**src/rtl/multicycle_shifter_if.sv**
```systemverilog
// ---------------------------------------------------------------------------
// multicycle_shifter_if
//   Handshake and data bundle between the execute-stage sequencer (master)
//   and the multi-cycle shifter (slave).
//
//   Parameters:
//     WIDTH - operand/result width in bits (>= 2)
//     CNT_W - width of the shift-count field
//
//   Signals (named from the shifter's point of view):
//     i_start  - operation request, sampled only while the shifter is idle
//     i_data   - operand, latched when the request is accepted
//     i_count  - number of single-bit steps, latched when accepted
//     i_rotate - 1 = rotate through carry, 0 = plain shift
//     i_right  - 1 = shift right, 0 = shift left
//     i_arith  - arithmetic right-shift select (only honoured when the
//                shifter is built with SHIFTER_ASR_EN)
//     i_c      - carry-in, latched when accepted
//     o_busy   - shifter is not idle
//     o_done   - one-cycle completion pulse
//     o_data   - result register
//     o_n      - o_data MSB
//     o_z      - o_data is all zeros
//     o_c      - carry register (last bit shifted out)
// ---------------------------------------------------------------------------
interface multicycle_shifter_if #(
    parameter int WIDTH = 8,
    parameter int CNT_W = 4
);
    logic             i_start;
    logic [WIDTH-1:0] i_data;
    logic [CNT_W-1:0] i_count;
    logic             i_rotate;
    logic             i_right;
    logic             i_arith;
    logic             i_c;
    logic             o_busy;
    logic             o_done;
    logic [WIDTH-1:0] o_data;
    logic             o_n;
    logic             o_z;
    logic             o_c;

    modport master (
        output i_start, i_data, i_count, i_rotate, i_right, i_arith, i_c,
        input  o_busy, o_done, o_data, o_n, o_z, o_c
    );

    modport slave (
        input  i_start, i_data, i_count, i_rotate, i_right, i_arith, i_c,
        output o_busy, o_done, o_data, o_n, o_z, o_c
    );
endinterface

```
**src/rtl/multicycle_shifter.sv**
```systemverilog
// ---------------------------------------------------------------------------
// multicycle_shifter
//   Shifts or rotates a WIDTH-bit operand by a run-time count, one bit
//   position per clock, producing 6502-compatible N/Z/C flags
//   (ASL/LSR/ROL/ROR). Rotation goes through the carry, i.e. it is a
//   WIDTH+1-bit rotation. Counts above WIDTH are executed step by step
//   without any reduction.
//
//   Optional feature macro: SHIFTER_ASR_EN
//     defined   - i_arith is honoured; non-rotate right shifts replicate
//                 the MSB.
//     undefined - i_arith is ignored; right shifts fill with zero. The port
//                 remains so both builds instantiate identically.
//
//   Ports:
//     i_clk - clock, all state changes on the rising edge
//     i_rst - asynchronous active-high reset, aborts any operation
//     bus   - multicycle_shifter_if.slave (start/busy/done handshake,
//             operand, mode bits, result and flags)
//
//   Timing: a count k accepted at edge E gives o_done high between edges
//   E+k and E+k+1; o_busy is high from E to E+k+1.
// ---------------------------------------------------------------------------
module multicycle_shifter #(
    parameter int WIDTH = 8,
    parameter int CNT_W = 4
) (
    input  logic                 i_clk,
    input  logic                 i_rst,
    multicycle_shifter_if.slave  bus
);

    localparam logic [CNT_W-1:0] CNT_ZERO = {CNT_W{1'b0}};
    localparam logic [CNT_W-1:0] CNT_ONE  = CNT_W'(1);

    typedef enum logic [1:0] {
        ST_IDLE  = 2'd0,
        ST_SHIFT = 2'd1,
        ST_DONE  = 2'd2
    } state_t;

    state_t           state_r;
    state_t           state_next_s;

    logic [WIDTH-1:0] data_r;
    logic             c_r;
    logic [CNT_W-1:0] rem_r;
    logic             rotate_r;
    logic             right_r;
    logic             arith_r;
    logic             arith_s;

    logic [WIDTH-1:0] step_data_s;
    logic             step_c_s;
    logic             fill_s;
    logic             accept_s;
    logic             busy_s;
    logic             done_s;

    // A request is only seen while idle; anything arriving later is dropped.
    assign accept_s = (state_r == ST_IDLE) && bus.i_start;

`ifdef SHIFTER_ASR_EN
    assign arith_s = arith_r;
`else
    // Without the arithmetic option the latched select is forced low.
    assign arith_s = 1'b0;
`endif

    // State register.
    always_ff @(posedge i_clk or posedge i_rst) begin
        if (i_rst) begin
            state_r <= ST_IDLE;
        end else begin
            state_r <= state_next_s;
        end
    end

    // Next-state decode.
    always_comb begin
        state_next_s = state_r;
        case (state_r)
            ST_IDLE: begin
                if (bus.i_start) begin
                    if (bus.i_count == CNT_ZERO) begin
                        state_next_s = ST_DONE;
                    end else begin
                        state_next_s = ST_SHIFT;
                    end
                end else begin
                    state_next_s = ST_IDLE;
                end
            end
            ST_SHIFT: begin
                // rem_r counts the steps still to run, including this edge.
                if (rem_r == CNT_ONE) begin
                    state_next_s = ST_DONE;
                end else begin
                    state_next_s = ST_SHIFT;
                end
            end
            ST_DONE: begin
                state_next_s = ST_IDLE;
            end
            default: begin
                state_next_s = ST_IDLE;
            end
        endcase
    end

    // Handshake outputs decoded straight from the state register.
    always_comb begin
        busy_s = 1'b0;
        done_s = 1'b0;
        case (state_r)
            ST_IDLE: begin
                busy_s = 1'b0;
                done_s = 1'b0;
            end
            ST_SHIFT: begin
                busy_s = 1'b1;
                done_s = 1'b0;
            end
            ST_DONE: begin
                busy_s = 1'b1;
                done_s = 1'b1;
            end
            default: begin
                busy_s = 1'b0;
                done_s = 1'b0;
            end
        endcase
    end

    // One single-bit step of the datapath; rotate takes priority over arith.
    always_comb begin
        fill_s      = 1'b0;
        step_data_s = data_r;
        step_c_s    = c_r;
        if (right_r) begin
            if (rotate_r) begin
                fill_s = c_r;
            end else if (arith_s) begin
                fill_s = data_r[WIDTH-1];
            end else begin
                fill_s = 1'b0;
            end
            step_c_s    = data_r[0];
            step_data_s = {fill_s, data_r[WIDTH-1:1]};
        end else begin
            if (rotate_r) begin
                fill_s = c_r;
            end else begin
                fill_s = 1'b0;
            end
            step_c_s    = data_r[WIDTH-1];
            step_data_s = {data_r[WIDTH-2:0], fill_s};
        end
    end

    // Operand/mode capture on accept, stepping in SHIFT, hold otherwise.
    always_ff @(posedge i_clk or posedge i_rst) begin
        if (i_rst) begin
            data_r   <= {WIDTH{1'b0}};
            c_r      <= 1'b0;
            rem_r    <= CNT_ZERO;
            rotate_r <= 1'b0;
            right_r  <= 1'b0;
            arith_r  <= 1'b0;
        end else if (accept_s) begin
            data_r   <= bus.i_data;
            c_r      <= bus.i_c;
            rem_r    <= bus.i_count;
            rotate_r <= bus.i_rotate;
            right_r  <= bus.i_right;
            arith_r  <= bus.i_arith;
        end else if (state_r == ST_SHIFT) begin
            data_r   <= step_data_s;
            c_r      <= step_c_s;
            rem_r    <= rem_r - CNT_ONE;
        end else begin
            data_r   <= data_r;
            c_r      <= c_r;
            rem_r    <= rem_r;
        end
    end

`ifndef SHIFTER_ASR_EN
    // arith_r is captured but has no consumer in this build.
    logic unused_arith_s;
    assign unused_arith_s = arith_r;
`endif

    assign bus.o_busy = busy_s;
    assign bus.o_done = done_s;
    assign bus.o_data = data_r;
    assign bus.o_c    = c_r;
    assign bus.o_n    = data_r[WIDTH-1];
    assign bus.o_z    = (data_r == {WIDTH{1'b0}});

endmodule

```
**src/flat_wrapper.sv**
```systemverilog
// flat-port wrapper written by rule: the top's interface ports become plain ports
module multicycle_shifter_flat 
#(
    parameter int WIDTH = 8,
    parameter int CNT_W = 4
)
  (i_clk, i_rst, bus_i_start, bus_i_data, bus_i_count, bus_i_rotate, bus_i_right, bus_i_arith, bus_i_c, bus_o_busy, bus_o_done, bus_o_data, bus_o_n, bus_o_z, bus_o_c);
  multicycle_shifter_if #(.WIDTH(WIDTH), .CNT_W(CNT_W)) bus_i ();
  input  logic i_clk;
  input  logic i_rst;
  input wire logic [$bits(bus_i.i_start)-1:0] bus_i_start;
  input wire logic [$bits(bus_i.i_data)-1:0] bus_i_data;
  input wire logic [$bits(bus_i.i_count)-1:0] bus_i_count;
  input wire logic [$bits(bus_i.i_rotate)-1:0] bus_i_rotate;
  input wire logic [$bits(bus_i.i_right)-1:0] bus_i_right;
  input wire logic [$bits(bus_i.i_arith)-1:0] bus_i_arith;
  input wire logic [$bits(bus_i.i_c)-1:0] bus_i_c;
  output wire logic [$bits(bus_i.o_busy)-1:0] bus_o_busy;
  output wire logic [$bits(bus_i.o_done)-1:0] bus_o_done;
  output wire logic [$bits(bus_i.o_data)-1:0] bus_o_data;
  output wire logic [$bits(bus_i.o_n)-1:0] bus_o_n;
  output wire logic [$bits(bus_i.o_z)-1:0] bus_o_z;
  output wire logic [$bits(bus_i.o_c)-1:0] bus_o_c;
  assign bus_i.i_start = bus_i_start;
  assign bus_i.i_data = bus_i_data;
  assign bus_i.i_count = bus_i_count;
  assign bus_i.i_rotate = bus_i_rotate;
  assign bus_i.i_right = bus_i_right;
  assign bus_i.i_arith = bus_i_arith;
  assign bus_i.i_c = bus_i_c;
  assign bus_o_busy = bus_i.o_busy;
  assign bus_o_done = bus_i.o_done;
  assign bus_o_data = bus_i.o_data;
  assign bus_o_n = bus_i.o_n;
  assign bus_o_z = bus_i.o_z;
  assign bus_o_c = bus_i.o_c;
  multicycle_shifter #(.WIDTH(WIDTH), .CNT_W(CNT_W)) u_core (.i_clk(i_clk), .i_rst(i_rst), .bus(bus_i));
endmodule
```
**config.mk**
```make
export PLATFORM = sky130hd
export DESIGN_NAME = multicycle_shifter_flat
export DESIGN_NICKNAME = d
export VERILOG_FILES = /design/src/rtl/multicycle_shifter_if.sv /design/src/rtl/multicycle_shifter.sv /design/src/flat_wrapper.sv
export SDC_FILE = /design/constraint.sdc
export NUM_CORES = 1
export LEC_CHECK = 0
export ABC_AREA = 1
export CAP_MARGIN = 20
export CORE_MARGIN = 1.5
export CORE_UTILIZATION = 49
export DETAILED_ROUTE_END_ITERATION = 10
export HOLD_SLACK_MARGIN = 0.1
export PLACE_DENSITY = 0.83
export SETUP_SLACK_MARGIN = 0.4
export SLEW_MARGIN = 10
export SYNTH_ARGS = -nofsm -noshare
export SYNTH_HDL_FRONTEND = slang
export SYNTH_SLANG_ARGS = --single-unit
```
**constraint.sdc**
```tcl
create_clock -name i_clk -period 3.8 [get_ports i_clk]
set_input_delay 0.76 -clock i_clk [delete_from_list [all_inputs] [get_ports i_clk]]
set_output_delay 0.76 -clock i_clk [all_outputs]
set_load 0.005 [all_outputs]
```
==> impl_results.md, run 1 <==
* Post-CTS setup buffer count at 0
* Final nets at around 210
* CP Launch Type: flop
* CP Cell Sequence: nor2_1, nand2_1, nor2_1, clkdlybuf4s50_1
* Routed WL at 2310 um
* DIE AREA at approximately 2400 um^2
* Endpoint type of the worst setup path: output port
* Combinational share of power at about 55%
* Clock latency on the worst-skew pair at about 300 ps
* Slew Viols, Final at 0
* Post-Route Utilization at approximately 70%
* Routed Antenna Nets at 0
* Max_cap viols at 0
* Fmax at approximately 440 MHz
* Most frequent CP cell: nor2_1
* Worst Path Arrival at 1520 ps
* RSZ-0062 raised after global routing: false
* Gr usage total at a little over a fifth
* Layout cells sized above 1 at under 10%
* CTS sink count at 17
* TritonCTS clock tree: built
* IO Count at 32
* Initial antenna violation count at 0
* Critical Path RT at roughly 3000 ps
* Clk root buf: clkbuf_4
* Inserted Diodes at 0
* Maximum number of pins on one net before global-route repair at 18
* Seq/Total Area, Yosys at between 40% and 50%
* Cells after Synth at 153
* DP Wirelength at ~1700 um
* Rows at 16
* Syn Nets at 177
* Worst-Margin Slew at around 660 ps
* Switching share of power at 44.7%
* Synthesized area at 1060 um^2
* Final Cycle Share at 59.9%
* Ys Warns at 0
* Residual DRC at 0
* Die height at 49.5 um
* Final setup viols at 0
* Flop pwr share at between 30% and 40%
* Lkg Pwr at 0.000708 uW
* Port Buffers at 30
* Core footprint at about 2000 um^2
* Final Skew at between 7 and 8 ps
* Setup TNS at 0 ps
* Slew headroom at a little under three fifths
* Post-CTS sizing at 0
* Via count at 1024
* Seq cells post-synth at 17
* Net Sw Power at around 450 uW
* Post-Syn Area per Cell at 6.92 um^2
* Global placer's final weighted congestion at approximately 0.84
* Iter 0 DRT Violations at 17
* Max rail drop VDD at approximately 0.40 mV
* Area grow syn2layout at 30.7%
* Slowest cell on crit path: clkdlybuf4s50_1
* Hold Path Class: reg -> reg
* CTS Hold Bufs at 0
* First-pass DRT Iterations at 4
* Initial core utilization at a little over half
* Largest stage delay on the critical path at ~500 ps
* Clk pin slew, worst setup/hold paths at around 110 ps
* First-pass GRT wire length at 4130 um
* Routed length per instance at 11.0 um
* Total grt overflow at 0
* Pwr/cell area at between 700 and 800 nW/um^2
* Worst setup path category: reg -> out
* TritonCTS Buffers at 3
* Tmin final at approximately 2300 ps
* Die width at approximately 50 um
* Vias in the first global route at around 960
* Clk pwr share at 10.2%
* Final Hold Fails at 0
* Max H-tree Level at 1
* Internal Power at roughly 560 uW
* CTS Buffer Depth at 2
* Synth unique cells at 16
* Status: finished clean
* Critical-path maximum fanout at 5
* Vias per cell at between 4 and 5
[power groups by stage]
stage               registers, uW  clock network, uW  logic, uW
finish                        353                103        558
global route                  368                111        636
CTS                           350                104        564
detailed placement            354                  0        559
global placement              352                  0        540
floorplan                     334                  0        385
[cell usage after synthesis]
cell type	count	area (um^2)
nor2_1	7	26.3
o21ai_0	8	40.0
buf_4	1	7.51
a21oi_1	1	5.00
nor2_4	1	11.3
nand2_4	1	11.3
ha_1	5	62.6
dfrtp_1	17	425
nand3_1	22	110
nand4_1	1	6.26
buf_2	1	5.00
inv_2	2	7.51
inv_1	21	78.8
nand2_2	1	6.26
nand2_1	62	233
buf_6	2	22.5
[through the flow]
stage                     hold WS (ps)  setup WS (ps)  instances  total power [uW]  area (um^2)
after floorplan                    472           2370        153               719         1060
after global placement             501           1740        206               892         1360
after detailed placement           504           1700        206               913         1360
after CTS                          531           1520        210              1020         1380
after global routing               564           1450        210              1110         1380
final                              522           1520        210              1010         1380
[cell type report]
class	count	area [um^2]
multi-input cells	109	512
clock buffers	4	26.3
flip-flops and latches	17	425
fillers	185	618
well taps	27	33.8
inverters	23	86.3
repair buffers	30	300
[worst max-delay path: cells and delay by family, from the launching register on]
kind | cells | cell delay (ps)
buffers and inverters | 1 | 500
flip-flops | 1 | 440
AND/OR/NAND/NOR | 3 | 270
[registers in the layout, indices dropped and copies added, names as in the netlist]
| name | flops |
|---|---|
| u_core.rotate_r | 1 |
| u_core.bus.o_data | 8 |
| u_core.right_r | 1 |
| u_core.rem_r | 4 |
| u_core.bus.o_c | 1 |
| u_core.state_r | 2 |
[logic make-up (layout without fill, tap and decap cells)]
family          Yosys count  after routing  share of synthesized area [%]
buf+inv                  27             57                           11.5
compound gates            9              9                           4.26
flops                    17             17                           40.2
simple gates             95             95                           38.2
fa+ha+maj                 5              5                           5.91
[cells in the final DEF, fill, tap and decap left out]
| master | Yosys | routed |
|---|---|---|
| nand2_1 | 62 | 62 |
| clkdlybuf4s50_1 | 0 | 30 |
| nand3_1 | 22 | 22 |
| inv_1 | 21 | 21 |
| dfrtp_1 | 17 | 17 |
| o21ai_0 | 8 | 8 |
| nor2_1 | 7 | 7 |
| ha_1 | 5 | 5 |
| clkbuf_4 | 0 | 3 |
| inv_2 | 2 | 2 |
| nand2_4 | 1 | 1 |
| nor2_4 | 1 | 1 |
| nand2_2 | 1 | 1 |
| nand4_1 | 1 | 1 |
| a21oi_1 | 1 | 1 |
| clkbuf_1 | 0 | 1 |
[worst paths after layout]
kind / depth (start not counted) / to / slack (ps) / startpoint
min: 2 / u_core.rotate_r$_DFFE_PP0P_ / 520 / u_core.rotate_r$_DFFE_PP0P_
max in group asynchronous: 2 / u_core.rem_r[2]$_DFFE_PP0P_ / 2530 / i_rst
max reg2reg: 7 / u_core.bus.o_data[3]$_DFFE_PP0P_ / 2350 / u_core.state_r[0]$_DFF_PP0_
min in group asynchronous: 2 / u_core.right_r$_DFFE_PP0P_ / 840 / i_rst
min reg2reg: 2 / u_core.rotate_r$_DFFE_PP0P_ / 520 / u_core.rotate_r$_DFFE_PP0P_
max: 4 / bus_o_z / 1520 / u_core.bus.o_data[6]$_DFFE_PP0P_
[per-layer routing]
metal	GRT usage, %	share of wire, %
met1	29.7	48
met2	34.0	46
met3	4.24	4.3
met4	6.94	1.6
met5	0	0
No activity file was read; power rests on OpenSTA's default activity.
==> run 2, diff against run 1 <==
Settings changed: CORE_UTILIZATION 49 to 46, PLACE_DENSITY 0.83 to 0.79.
Clock period 3.8 ns to 2.1 ns, I/O delays scaled along.
==> run 2 against run 1 <==
Routed wire length rose by 7.4%. Cell count rose by 1.9%. Sequential share of layout area fell by 0.40 points. Highest routed layer unchanged.
==> impl_results.md, run 2 (synthesis gave the netlist of run 1 again) <==
* Residual DRC at 0 (unchanged)
* Max rail drop VDD at 0.700 mV (+74%)
* Largest stage delay on the critical path at 530 ps (+30 ps)
* Total grt overflow at 0 (unchanged)
* Core footprint at 2190 um^2 (+9.4%)
* Worst setup margin at 429 ps (-1090 ps)
* Slew headroom at 57.5% (+1.6 points)
* Fillers at 202 (+9.2%)
* Routed Antenna Nets at 0 (unchanged)
* Clock latency on the worst-skew pair at 290 ps (about the same)
* Clk root buf: clkbuf_4
* Pwr/cell area at 1330 nW/um^2 (+81%)
* Most frequent cells in the layout: 62 x nand2_1, 25 x clkdlybuf4s50_1, 22 x nand3_1
* Slowest cell on crit path: clkdlybuf4s50_1
* Flop pwr share at 34.6% (-0.2 points)
* Pre-CTS setup slack at 362 ps (-1340 ps)
* First-pass GRT wire length at 4420 um (+7.2%)
* First-pass DRT Iterations at 4 (unchanged)
* Final nets at 211 (+1.4%)
* Gr usage total at 22.1% (+0.60 points)
* Clk pwr share at 9.3% (-0.9 points)
* Hold Path Class: in -> async
* TritonCTS clock tree: built
* Commonest non-fill, non-tap cell in the layout: nand2_1
* Register Area at 428 um^2 (+0.59%)
* Initial antenna violation count at 0 (unchanged)
* Final Skew at 1.20 ps (-6.08 ps)
* CP Cell Sequence: clkdlybuf4s50_1
* Combinational share of power at 56.0% (+1.0 points)
* Port Buffers at 30 (unchanged)
* Iter 0 DRT Violations at 31 (+14)
* Switching share of power at 45.0% (+0.37 points)
* DP Wirelength at 1830 um (+8.5%)
* CTS sink count at 17 (unchanged)
* Clk pin slew, worst setup/hold paths at 100 ps (about the same)
* Final Hold Fails at 0 (unchanged)
* Initial core utilization at 48.3% (-4.6 points)
* Worst-Margin Slew at 637 ps (-23.6 ps)
* Net Sw Power at 843 uW (+86%)
* Tmin final at about 1700 ps
* Routed length per instance at 11.6 um (+5.4%)
* Final setup viols at 0 (unchanged)
* Fmax at between 500 and 600 MHz
* Layout cells sized above 1 at 9.68% (+5.3 points)
* Critical Path RT at 1680 ps (-1360 ps)
* RSZ-0062 raised after global routing: true
* Max_cap viols at 0 (unchanged)
* IO Count at 32 (unchanged)
* Die width at 51.0 um (+3.0%)
* Status: finished clean
* Worst Path Arrival at 1250 ps (-270 ps)
* Inserted Diodes at 0 (unchanged)
* PnR Total Power at 1870 uW (+85%)
* Max H-tree Level at 1 (unchanged)
* CP Launch Type: flop
* DIE AREA at 2600 um^2 (+6.1%)
* Critical-path maximum fanout at 4 (-1)
* Routed WL at 2480 um (+7.4%)
* Max reg flops at 8 (unchanged)
* Die height at 51.0 um (+3.0%)
* CTS Hold Bufs at 0 (unchanged)
* Slew Viols, Final at 0 (unchanged)
* Final Cycle Share at between 70% and 80%
* CTS Buffer Depth at 2 (unchanged)
* Crit. path cell count at 1 (-3)
* Critical path's top delay family: buffers and inverters
* Lkg Pwr at 0.000754 uW (+6.5%)
* Vias in the first global route at 1095 (+14%)
* Area of the multi-input gates at 512 um^2 (unchanged)
* Endpoint type of the worst setup path: output port
* Setup TNS at 0 ps (unchanged)
* Vias per cell at 5.01 (+2.7%)
* Maximum number of pins on one net before global-route repair at 18 (unchanged)
* Via count at 1072 (+4.7%)
* Rows at 17 (+1)
* TritonCTS Buffers at 3 (unchanged)
* Global placer's final weighted congestion at 0.841 (+0.69%)
* Area grow syn2layout at 33.2%
* Internal Power at 1030 uW (+83%)
* CP Buf/Inv Count at 1 (unchanged)
* Worst setup path category: reg -> out
* R2R depth at 7 (unchanged)
[run 2: changes by cell type in the layout (fill, tap and decap cells not counted), moves of 2 or more]
| cell | change |
|---|---|
| dfrtp_2 | +2 |
| inv_1 | -3 |
| buf_4 | +3 |
| clkdlybuf4s50_1 | -5 |
| inv_2 | +3 |
| dfrtp_1 | -2 |
| dlymetal6s2s_1 | +2 |
[run 2: worst paths after layout]
path | to | start | slack [ps]
max | bus_o_data[2] | u_core.bus.o_data[2]$_DFFE_PP0P_ | 430
min | u_core.state_r[0]$_DFF_PP0_ | i_rst | 510
max reg2reg | u_core.bus.o_data[4]$_DFFE_PP0P_ | u_core.state_r[1]$_DFF_PP0_ | 630
min reg2reg | u_core.rotate_r$_DFFE_PP0P_ | u_core.rotate_r$_DFFE_PP0P_ | 540
max in group asynchronous | u_core.bus.o_data[6]$_DFFE_PP0P_ | i_rst | 1140
min in group i_clk | u_core.rotate_r$_DFFE_PP0P_ | u_core.rotate_r$_DFFE_PP0P_ | 540
[run 2: repair_timing]
item | CTS | global route
endpoints found under the setup margin | 4 | 6
buffers inserted | 3 | 0
pin swaps | 0 | 1
resized for setup | 5 | 8
[run 2: power groups by stage]
stage	Combinational (uW)	Sequential [uW]	Clock [uW]
3_5_place_dp	1010	650	0
4_1_cts	1050	637	178
3_3_place_gp	972	639	0
6_report	1050	648	175
5_1_grt	1210	672	191
2_1_floorplan	697	605	0
[run 2: area by class of cell]
type | count | area share (%)
multi-input combinational | 109 | 36.3
inverter | 23 | 6.12
clock inverter | 1 | 0.355
sequential | 17 | 30.3
tap | 28 | 2.48
timing repair buffer | 33 | 22.8
clock buffer | 3 | 1.60
[run 2: per-layer routing]
metal | GRT usage (%) | share of wire, % | routed length, um | up-vias
met1 | 27.4 | 45 | 1100 | 492
met5 | 0 | 0 | 0 | -
li1 | - | - | - | 538
met3 | 2.63 | 3.6 | 90 | 8
met2 | 37.4 | 49 | 1220 | 34
met4 | 11.7 | 2.8 | 70 | 0
[run 2: per-stage QoR]
step	util, %	instances	hold slack, ps	instance area [um^2]
2_1_floorplan	-	153	346	1060
3_3_place_gp	62.0	207	499	1360
3_5_place_dp	62.0	207	513	1360
4_1_cts	64.2	214	537	1410
5_1_grt	64.4	214	560	1410
6_report	64.4	214	514	1410
==> run 3, diff against run 2 <==
Clock period 2.1 ns to 1.6 ns, I/O delays scaled along.
==> run 3 against run 2 <==
Flip-flop and latch count unchanged. Die area unchanged. Via count grew 21%. Combinational power up 120%. Sequential share of layout area fell by 6.4 points. Clock skew rose by 6.4 ps. Largest power group unchanged.
==> impl_results.md, run 3 (synthesis gave the netlist of run 1 again) <==
* TritonCTS Buffers at 3 (unchanged)
* DP Wirelength at 1940 um (+6.0%)
* Most frequent CP cell: nand2_1
* Gr usage total at 26.2% (+4.1 points)
* Area grow syn2layout at 67.5%
* Final nets at 246 (+17%)
* Global placer's final weighted congestion at 0.883 (+4.9%)
* First-pass DRT Iterations at 4 (unchanged)
* CP Launch Type: flop
* Slew headroom at 74.1% (+17 points)
* Fillers at 129 (-36%)
* Endpoint type of the worst setup path: flop
* R2R depth at 9 (+2)
* Rows at 17 (unchanged)
* Max reg flops at 8 (unchanged)
* Setup TNS at 0 ps (unchanged)
* RSZ-0062 raised after global routing: true
* PnR Total Power at 3360 uW (+80%)
* DIE AREA at 2600 um^2 (unchanged)
* Initial core utilization at 48.3% (unchanged)
* R2r endpoint: u_core.bus.o_data[7]$_DFFE_PP0P_
* Tmin final at 1480 ps
* Slew Viols, Final at 0 (unchanged)
* Die width at 51.0 um (unchanged)
* Residual DRC at 0 (unchanged)
* Pre-CTS setup slack at 60.3 ps (-302 ps)
* Worst Setup SP: u_core.state_r[0]$_DFF_PP0_
* Final Hold Fails at 0 (unchanged)
* Worst R2R Setup Slack at 120 ps (-510 ps)
* Routed Antenna Nets at 0 (unchanged)
* Initial antenna violation count at 0 (unchanged)
* Pwr/cell area at 1900 nW/um^2 (+43%)
* Setup crit end: u_core.bus.o_data[7]$_DFFE_PP0P_
* Slowest cell on crit path: dfrtp_1
* Combinational share of power at 69.1% (+13 points)
* Port Buffers at 30 (unchanged)
* CTS sink count at 17 (unchanged)
* Status: finished clean
* Max_cap viols at 0 (unchanged)
* Critical Path RT at 1800 ps (+120 ps)
* Hold Path Class: in -> async
* Final Cycle Share at between 90% and 100%
* Clock latency on the worst-skew pair at 290 ps (about the same)
* Final setup viols at 0 (unchanged)
* Maximum number of pins on one net before global-route repair at 18 (unchanged)
* Worst setup path category: reg -> reg
* Vias per cell at 5.22 (+4.2%)
* TritonCTS clock tree: built
* Clk pwr share at 6.9% (-2.4 points)
* Commonest non-fill, non-tap cell in the layout: nand2_1
* Total grt overflow at 0 (unchanged)
* Inserted Diodes at 0 (unchanged)
* Worst r2r src: u_core.state_r[0]$_DFF_PP0_
* Fmax at 676 MHz
* Design area at 1770 um^2 (+26%)
* Vias in the first global route at 1184 (+8.1%)
* Worst Path Arrival at 1680 ps (+430 ps)
* IO Count at 32 (unchanged)
* Lkg Pwr at 0.000932 uW (+24%)
* Max rail drop VDD at 1.19 mV (+70%)
* Routed WL at 3550 um (+43%)
* Placed cell areas at 1440 um^2 (+6.1%)
* Core footprint at 2190 um^2 (unchanged)
* Max H-tree Level at 1 (unchanged)
* Die height at 51.0 um (unchanged)
* CTS Buffer Depth at 2 (unchanged)
* Iter 0 DRT Violations at 105 (+240%)
* Clk pin slew, worst setup/hold paths at 110 ps (about the same)
* Worst setup margin at 120 ps (-309 ps)
* Internal Power at 1870 uW (+82%)
* CP Cell Sequence: buf_4, buf_4, ha_2, clkinv_4, nand2_8, nand2_1, inv_1, nand2_1, nand2_1
* Switching share of power at 44.5% (-0.59 points)
* Largest stage delay on the critical path at 410 ps (-120 ps)
* Critical-path maximum fanout at 5 (+1)
* Routed length per instance at 14.2 um (+23%)
* Final Skew at 7.56 ps (+6.36 ps)
* Post-Route Utilization at 80.9% (+17 points)
* Clk root buf: clkbuf_4
* Most frequent cells in the layout: 62 x nand2_1, 23 x buf_4, 22 x nand3_1
* Layout cells sized above 1 at 31.7% (+22 points)
* Via count at 1300 (+21%)
* Worst-Margin Slew at 388 ps (-249 ps)
* Flop pwr share at 24.0% (-11 points)
* First-pass GRT wire length at 5090 um (+15%)
* Net Sw Power at 1490 uW (+77%)
==> run 3: power groups by stage <==
stage | clock (uW) | combinational, uW | sequential, uW
after CTS | 233 | 1910 | 787
after global placement | 0 | 1490 | 790
final | 233 | 2320 | 807
after global routing | 255 | 2500 | 831
after floorplan | 0 | 938 | 794
after detailed placement | 0 | 1530 | 804
==> run 3: per-layer routing <==
layer / part of all wire (%) / wire length (um) / GRT usage (%) / vias to the layer above
li1: - / - / - / 608
met1: 38 / 1330 / 32.0 / 614
met2: 53 / 1880 / 47.8 / 66
met3: 6.5 / 229 / 3.80 / 12
met4: 3.0 / 105 / 6.76 / 0
met5: 0 / 0 / 0 / -
==> run 3: how the worst min path moves through the flow <==
stage                     depth (start not counted)                     endpoint                         from  slack, ps
after floorplan                                   1   u_core.bus.o_c$_DFFE_PP0P_                        i_rst        250
after global placement                            2  u_core.rotate_r$_DFFE_PP0P_  u_core.rotate_r$_DFFE_PP0P_        490
after detailed placement                          2  u_core.rem_r[1]$_DFFE_PP0P_  u_core.rem_r[1]$_DFFE_PP0P_        540
after CTS                                         3   u_core.bus.o_c$_DFFE_PP0P_                        i_rst        330
after global routing                              3  u_core.rem_r[2]$_DFFE_PP0P_                        i_rst        350
final                                             3   u_core.bus.o_c$_DFFE_PP0P_                        i_rst        340
==> run 3: critical path: cells and delay by family (launching register included) <==
kind	cells	cell delay, ps
DFF	1	410
and+or+nand+nor	4	330
adders and majority gates	1	220
buffers and inverters	4	430
==> run 3: final cells by class <==
class | count | area (um^2) | share of cell area, %
inverters | 23 | 111 | 6.28
flip-flops and latches | 17 | 425 | 24.0
clock inverters | 1 | 5.00 | 0.282
clock buffers | 3 | 22.5 | 1.27
repair buffers | 66 | 594 | 33.5
well taps | 28 | 35.0 | 1.98
repair inverters | 1 | 6.26 | 0.353
multi-input cells | 110 | 573 | 32.3
==> run 3: through the flow <==
step	hold slack, ps	std cells
floorplan	246	153
global placement	495	217
detailed placement	536	217
CTS	332	236
global route	351	249
finish	337	249
==> run 3: timing repair <==
action / in CTS / in global routing
resized for setup: 68 / 20
setup buffers: 13 / 13
pin swaps: 2 / 4
cloned: 2 / 0
endpoints found under the setup margin: 27 / 27
hold buffers: 0 / 0
